[src/rtl/uart_msg_pkg.sv]
// Shared constants for the UART message source: FSM states, message template
// and the helper that maps a byte index plus BCD digits to the outgoing byte.
package uart_msg_pkg;

  typedef enum logic [1:0] {
    IDLE = 2'd0,
    SEND = 2'd1,
    GAP  = 2'd2
  } state_t;

  localparam int MSG_LEN = 10;
  localparam logic [3:0] LAST_IDX        = 4'(MSG_LEN - 1);
  localparam logic [3:0] DIGIT_TENS_IDX  = 4'd6;
  localparam logic [3:0] DIGIT_UNITS_IDX = 4'd7;
  localparam logic [7:0] ASCII_ZERO      = 8'h30;

  // "HELLO nn\r\n"; entry [0] is the first byte, digit slots hold placeholders.
  localparam logic [MSG_LEN-1:0][7:0] MSG_TEMPLATE = {
    8'h0A, 8'h0D, 8'h00, 8'h00, 8'h20, 8'h4F, 8'h4C, 8'h4C, 8'h45, 8'h48
  };

  function automatic logic [7:0] msg_byte(input logic [3:0] idx,
                                          input logic [3:0] tens,
                                          input logic [3:0] units);
    logic [7:0] b;
    b = 8'h00;
    if (idx == DIGIT_TENS_IDX) begin
      b = ASCII_ZERO + {4'h0, tens};
    end else if (idx == DIGIT_UNITS_IDX) begin
      b = ASCII_ZERO + {4'h0, units};
    end else if (idx < 4'(MSG_LEN)) begin
      b = MSG_TEMPLATE[idx];
    end
    return b;
  endfunction

endpackage

[src/rtl/uart_msg_source_bcd_counter.sv]
// Two-digit BCD message counter, 00..99 with wrap, plus a binary copy.
module bcd_counter_2d (
  input  logic       clk,
  input  logic       reset,
  input  logic       inc,
  output logic [3:0] tens,
  output logic [3:0] units,
  output logic [6:0] bin
);

  always_ff @(posedge clk) begin
    if (!reset) begin
      tens  <= 4'd0;
      units <= 4'd0;
    end else if (inc) begin
      if (units == 4'd9) begin
        units <= 4'd0;
        tens  <= (tens == 4'd9) ? 4'd0 : tens + 4'd1;
      end else begin
        units <= units + 4'd1;
      end
    end
  end

  assign bin = 7'(tens) * 7'd10 + 7'(units);

endmodule

[src/rtl/uart_msg_source.sv]
// Emits "HELLO nn\r\n" repeatedly over a registered valid/ready byte port,
// with a fixed idle gap between messages and a BCD message counter.
module uart_msg_source
  import uart_msg_pkg::*;
#(
  parameter int CLOCK_RATE = 1000,
  parameter int GAP_CYCLES = CLOCK_RATE
) (
  input  logic       clk,
  input  logic       reset,
  input  logic       enable,
  output logic [7:0] tx_data,
  output logic       tx_valid,
  input  logic       tx_ready,
  output logic       busy,
  output logic [6:0] msg_count,
  output logic [1:0] state_dbg
);

  // Handshake: a byte moves on a rising edge with tx_valid=1 and tx_ready=1.
  // Once raised, tx_valid and tx_data hold until that edge; both are
  // registered and never depend combinationally on tx_ready.

  localparam logic [15:0] GAP_LOAD = 16'(GAP_CYCLES - 1);

  state_t      state;
  logic [3:0]  idx;
  logic [15:0] gap_cnt;
  logic [3:0]  tens;
  logic [3:0]  units;
  logic        xfer;
  logic        last_xfer;

  assign xfer      = tx_valid && tx_ready;
  assign last_xfer = (state == SEND) && xfer && (idx == LAST_IDX);

  bcd_counter_2d u_counter (
    .clk   (clk),
    .reset (reset),
    .inc   (last_xfer),
    .tens  (tens),
    .units (units),
    .bin   (msg_count)
  );

  always_ff @(posedge clk) begin
    if (!reset) begin
      state    <= IDLE;
      idx      <= 4'd0;
      gap_cnt  <= 16'd0;
      tx_valid <= 1'b0;
      tx_data  <= 8'h00;
    end else begin
      case (state)
        IDLE: begin
          if (enable) begin
            state    <= SEND;
            idx      <= 4'd0;
            tx_valid <= 1'b1;
            tx_data  <= msg_byte(4'd0, tens, units);
          end
        end
        SEND: begin
          if (xfer) begin
            if (idx == LAST_IDX) begin
              state    <= GAP;
              idx      <= 4'd0;
              gap_cnt  <= GAP_LOAD;
              tx_valid <= 1'b0;
              tx_data  <= 8'h00;
            end else begin
              // Digits are loaded from the counter, which only moves at the
              // final transfer, so they stay constant across a message.
              idx     <= idx + 4'd1;
              tx_data <= msg_byte(idx + 4'd1, tens, units);
            end
          end
        end
        GAP: begin
          if (gap_cnt == 16'd0) begin
            if (enable) begin
              state    <= SEND;
              idx      <= 4'd0;
              tx_valid <= 1'b1;
              tx_data  <= msg_byte(4'd0, tens, units);
            end else begin
              state <= IDLE;
            end
          end else begin
            gap_cnt <= gap_cnt - 16'd1;
          end
        end
        default: begin
          state    <= IDLE;
          tx_valid <= 1'b0;
          tx_data  <= 8'h00;
        end
      endcase
    end
  end

  assign busy      = (state != IDLE);
  assign state_dbg = state;

endmodule

[config.mk]
export PLATFORM = sky130hd
export DESIGN_NAME = uart_msg_source
export DESIGN_NICKNAME = d
export VERILOG_FILES = /design/src/rtl/uart_msg_pkg.sv /design/src/rtl/uart_msg_source_bcd_counter.sv /design/src/rtl/uart_msg_source.sv
export SDC_FILE = /design/constraint.sdc
export NUM_CORES = 1
export LEC_CHECK = 0
export CAP_MARGIN = 40
export CORE_ASPECT_RATIO = 0.7
export CORE_MARGIN = 1.5
export CORE_UTILIZATION = 30
export CTS_CLUSTER_SIZE = 24
export DETAILED_ROUTE_END_ITERATION = 10
export GPL_ROUTABILITY_DRIVEN = 0
export GPL_TIMING_DRIVEN = 0
export SLEW_MARGIN = 15
export SYNTH_ARGS = -nofsm -noshare
export SYNTH_HDL_FRONTEND = slang
export SYNTH_SLANG_ARGS = --single-unit
[constraint.sdc]
create_clock -name clk -period 5.5 [get_ports clk]
set_input_delay 1.1 -clock clk [delete_from_list [all_inputs] [get_ports clk]]
set_output_delay 1.1 -clock clk [all_outputs]
set_load 0.1 [all_outputs]
Word-level counts from Yosys, hierarchy flattened:

Memories as Yosys holds them, arrays and structs flattened.
Cells that the tools add are included.

* $add $sub $neg: 7
* multipliers: 1
* order comparisons: 2
* eq/ne operators: 12
* mux-type cells: 31
* reductions and logical operators: 14

Operators with widths (count)
* $mux W8: 8
* $mux W16: 3
* $pmux W16 S2: 1
* $mux W4: 6
* $pmux W8 S3: 1
* $logic_not A16 Y1: 1
* $sub A16 B1 Y16 const B: 1
* $add A6 B4 Y7 const A: 2
* $add A4 B1 Y4 const B: 3
* $eq A4 B4 Y1 const B: 3
* $pmux W4 S3: 1
* $eq A4 B3 Y1 const B: 2
* $mux W2: 4
* $ne A2 B2 Y1 const B: 4
* $reduce_and A4 Y1: 2
* $add A7 B4 Y7: 1
* $mul A4 B3 Y6 const B: 1
* $pmux W2 S3: 1
* $reduce_and A3 Y1: 2
* $lt A4 B5 Y1 const B: 1
* $mux W1: 5
* $lt A4 B4 Y1 const B: 1
* $reduce_and A2 Y1: 2
* $reduce_bool A2 Y1: 2
* 7 further kinds: 9

* flip-flop bits (word level): 39
* memory bits (read-only): 128
* input bits: 4
* output and inout bits: 19
* word-level logic and storage cells: 75
* memories: 1

Memories
* (no name shown): depth 16, width 8, rd ports 1, clocked after Yosys merged registers in 0, write ports 0, line uart_msg_pkg.sv:32 `b = MSG_TEMPLATE[idx];`

Depth between registers and ports, before layout:

* word-level depth: 9
* mapped depth: 8
* depth with buffers taken out: 7

By module:

Synthesis repeated with hierarchy kept, for this count alone.

* cell total of the unflattened synthesis: 303
* area, all modules: 2560.0 um^2

Modules (own cells, without submodules)
* uart_msg_source: times used 1, cells each 235, area an instance 1943.1 um^2, seq. area each 600.6 um^2
* bcd_counter_2d: times used 1, cells each 68, area an instance 616.8 um^2, seq. area each 160.2 um^2

Least setup slack after synthesis:

Ideal clock, no wire load.

* kind: register -> output
* start: reg u_counter.tens[1]
* end: out msg_count[6]
* data arrival time: 2.965 ns
* data required time: 4.400 ns
* slack: 1.435 ns
* cell stages (with the launch flop): 7
* buffers on the path: 0
* cell sequence: dfxtp_1 -> ha_1 -> ha_1 -> fa_1 -> nand2_1 -> nor2_1 -> xnor2_1

* word-level cells in the longest chain between the ends: 2

Ends and longest elaborated chain
* start: declaration: line uart_msg_source_bcd_counter.sv:6 `output logic [3:0] tens,`
* start signal: assignment: line uart_msg_source_bcd_counter.sv:18 `tens <= (tens == 4'd9) ? 4'd0 : tens + 4'd1;`
* $mul A4 B3 Y6: line uart_msg_source_bcd_counter.sv:25 `assign bin = 7'(tens) * 7'd10 + 7'(units);`
* $add A7 B4 Y7: line uart_msg_source_bcd_counter.sv:25
* end: declaration: line uart_msg_source.sv:16 `output logic [6:0] msg_count,`

No other way between the ends.

Final worst setup path:

Same ends and word-level chain as after synthesis.

==> out/metrics.cfg <==
[run]
maxCapViolCount = 0

[clock_network]
tritoncts = yes
hold_buffers = 0
clk_latency_ps = 280
htreeDepth = 2
cts_buffers = 5
cts_resized = 0
root_buffer = clkbuf_16
clkTransAtPathRegs_ps = 60
clockBufferDepth = 2
cts_num_sinks = 38
post_cts_buffers = 0

[floorplanning]
core_area_mm2 = 0.00794
dieHeight_um = 79.1
rows = 27
dieArea_mm2 = 0.00884
ios = 23
initial_utilization = 0.313
die_width_um = 112

[cells_and_area]
final_nets = 364
drive_gt1_frac = 0.118
area_growth_pct = 32.3
register_area_um2 = 761
multiInputGateArea_mm2 = 0.00159
fillers = 784
antenna_cells = 0
final_common_cell = dfxtp_1
most-common-layout-cells = dfxtp_1, nor2_1, a21oi_1, nand2_1, clkdlybuf4s50_1

[global_routing]
grt_pass1_wl_um = 11300
grt_pass1_vias = 2297
antenna_found_initial = 0
grt_max_degree = 14
grt_overflow_total = 0
track_usage = 0.157

[detailed_routing]
vias_per_cell = 5.37
drtIter0Drc = 164
ant_nets = 0
vias = 2407
drtPass1Iterations = 5
wirelength_um = 6580
post-route-drc-count = 0
drt-wirelength-per-cell_um = 14.7

[yosys]
synth_area_mm2 = 0.00248
synth_ff_type = dfxtp_1
synth-seq-cells = 38
synth.top_cell.area_share = 0.306
syn_inst = 300
synth.net_count = 318
async_flop_share = 0
avgSynthCellArea_um2 = 8.27
synthDistinctLibCells = 62
synth_edf_count = 0
yosysWarnings = 0
synthTopCellsByArea = dfxtp_1, xnor2_1, ha_1
synth-seq-area-share = 0.306
yosys.area.top_type = dfxtp_1

[place]
portBuffers = 21
dp_hpwl_um = 4870
dpl_worst_slack_ps = 1960

[worst_setup_path]
r2r_slack_ps = 3050
startpoint = u_counter.tens[1]$_SDFFE_PN0P_
crit_fanout = 6
crit_end = msg_count[6]
cp-start-kind = flip-flop
rr_startpoint = idx[0]$_SDFFE_PN0P_
endpoint_kind = primary output
arrival_ps = 2760
worstPathRequired_ps = 4400
reg2reg_to = gap_cnt[13]$_SDFFE_PN0P_
crit_type = flip-flop to primary output
ff2ff_path_depth = 6

[sta]
finalSetupViolCount = 0
fin_crit_ps = 3860
slew_headroom = 0.512
grt_setup_unrepaired = false
setup-tns-final_ps = 0
fin_skew_ps = 3.14
drv_slew = 0
fin_hold_ws_ps = 457
hold_viol = 0
finalCritPeriodShare = 0.701
tightest_slew_ps = 713
max_freq_mhz = 259
fin_ws_ps = 1640

[power]
ir_worst_vdd_mv = 0.102
p_leak_nw = 1.22
power.density_mw_per_mm2 = 225

[hold_path]
min_path_cells = 2
hold_class = flip-flop to flip-flop

[outcome]
outcome = completed

==> kinds of logic (layout without fill, tap and decap cells) <==
family / after synthesis / after routing / share of synthesized area
simple gates: 104 / 104 / 0.233
compound gates: 89 / 89 / 0.240
flops: 38 / 38 / 0.306
buf+inv: 29 / 76 / 0.0529
xor+xnor: 23 / 23 / 0.0812
fa+ha+maj: 14 / 14 / 0.0766
mux: 2 / 2 / 0.00806
other cells: 1 / 1 / 0.00151
==> how the worst min path moves through the flow <==
stage / start / endpoint / slack, ps
2_1_floorplan: gap_cnt[13]$_SDFFE_PN0P_ / gap_cnt[13]$_SDFFE_PN0P_ / 460
3_3_place_gp: tx_data[4]$_SDFFE_PN0P_ / tx_data[4]$_SDFFE_PN0P_ / 460
3_5_place_dp: tx_data[4]$_SDFFE_PN0P_ / tx_data[4]$_SDFFE_PN0P_ / 450
6_report: tx_data[4]$_SDFFE_PN0P_ / tx_data[4]$_SDFFE_PN0P_ / 460
4_1_cts: tx_data[4]$_SDFFE_PN0P_ / tx_data[4]$_SDFFE_PN0P_ / 460
5_1_grt: tx_data[1]$_SDFFE_PN0P_ / tx_data[1]$_SDFFE_PN0P_ / 500
==> per-stage QoR <==
stage               area, um^2   util  instances  power, mW
floorplan                 2480      -        300      0.337
global placement          2820  0.355        422      0.355
detailed placement        3090  0.389        440      0.367
CTS                       3280  0.414        448      0.745
global route              3280  0.414        448      0.762
finish                    3280  0.414        448      0.739
==> layout make-up <==
type / instances / area share
Multi-Input combinational cell: 233 / 0.484
Sequential cell: 38 / 0.232
Timing Repair Buffer: 39 / 0.146
Tap cell: 101 / 0.0385
Clock buffer: 5 / 0.0381
Buffer: 14 / 0.0229
Clock inverter: 3 / 0.0210
Inverter: 15 / 0.0171
==> critical path, stage by stage (launching register included) <==
cell,delay (ps)
dfxtp_1,410
ha_1,260
ha_1,210
fa_1,530
nand2_1,60
nor2_1,120
xnor2_1,130
clkdlybuf4s50_1,550
buf_8,210
==> synth_stat cells (3+ instances only) <==
library cell and number:
dfxtp_1 38, nor2_1 25, a21oi_1 24, nand2_1 23
xnor2_1 20, o21ai_0 17, inv_1 15, ha_1 12
a211oi_1 9, nor2b_1 8, nor3_1 8, clkbuf_1 6
a21o_1 5, nand3_1 5, o31ai_1 5, or3_1 5
a2111oi_0 4, buf_2 4, a31oi_1 3, nand2b_1 3
nor3b_1 3, o32ai_1 3, xor2_1 3
==> state kept, by name, indices dropped and copies added, names as in the netlist <==
name / cells
state_dbg: 2
u_counter.tens: 4
tx_data: 7
tx_valid: 1
gap_cnt: 16
u_counter.units: 4
idx: 4
==> report_power, final <==
group          switching, mW  leakage, nW  internal, mW
registers            0.00317        0.307         0.278
logic                 0.0525        0.819        0.0269
clock network          0.117       0.0940         0.261
==> per-layer routing <==
layer | share of wire | global-route usage
met1 | 0.51 | 0.234
met2 | 0.41 | 0.227
met3 | 0.068 | 0.0321
met4 | 0.011 | 0.0430
met5 | 0 | 0
Power figures use the tool's default switching activity.
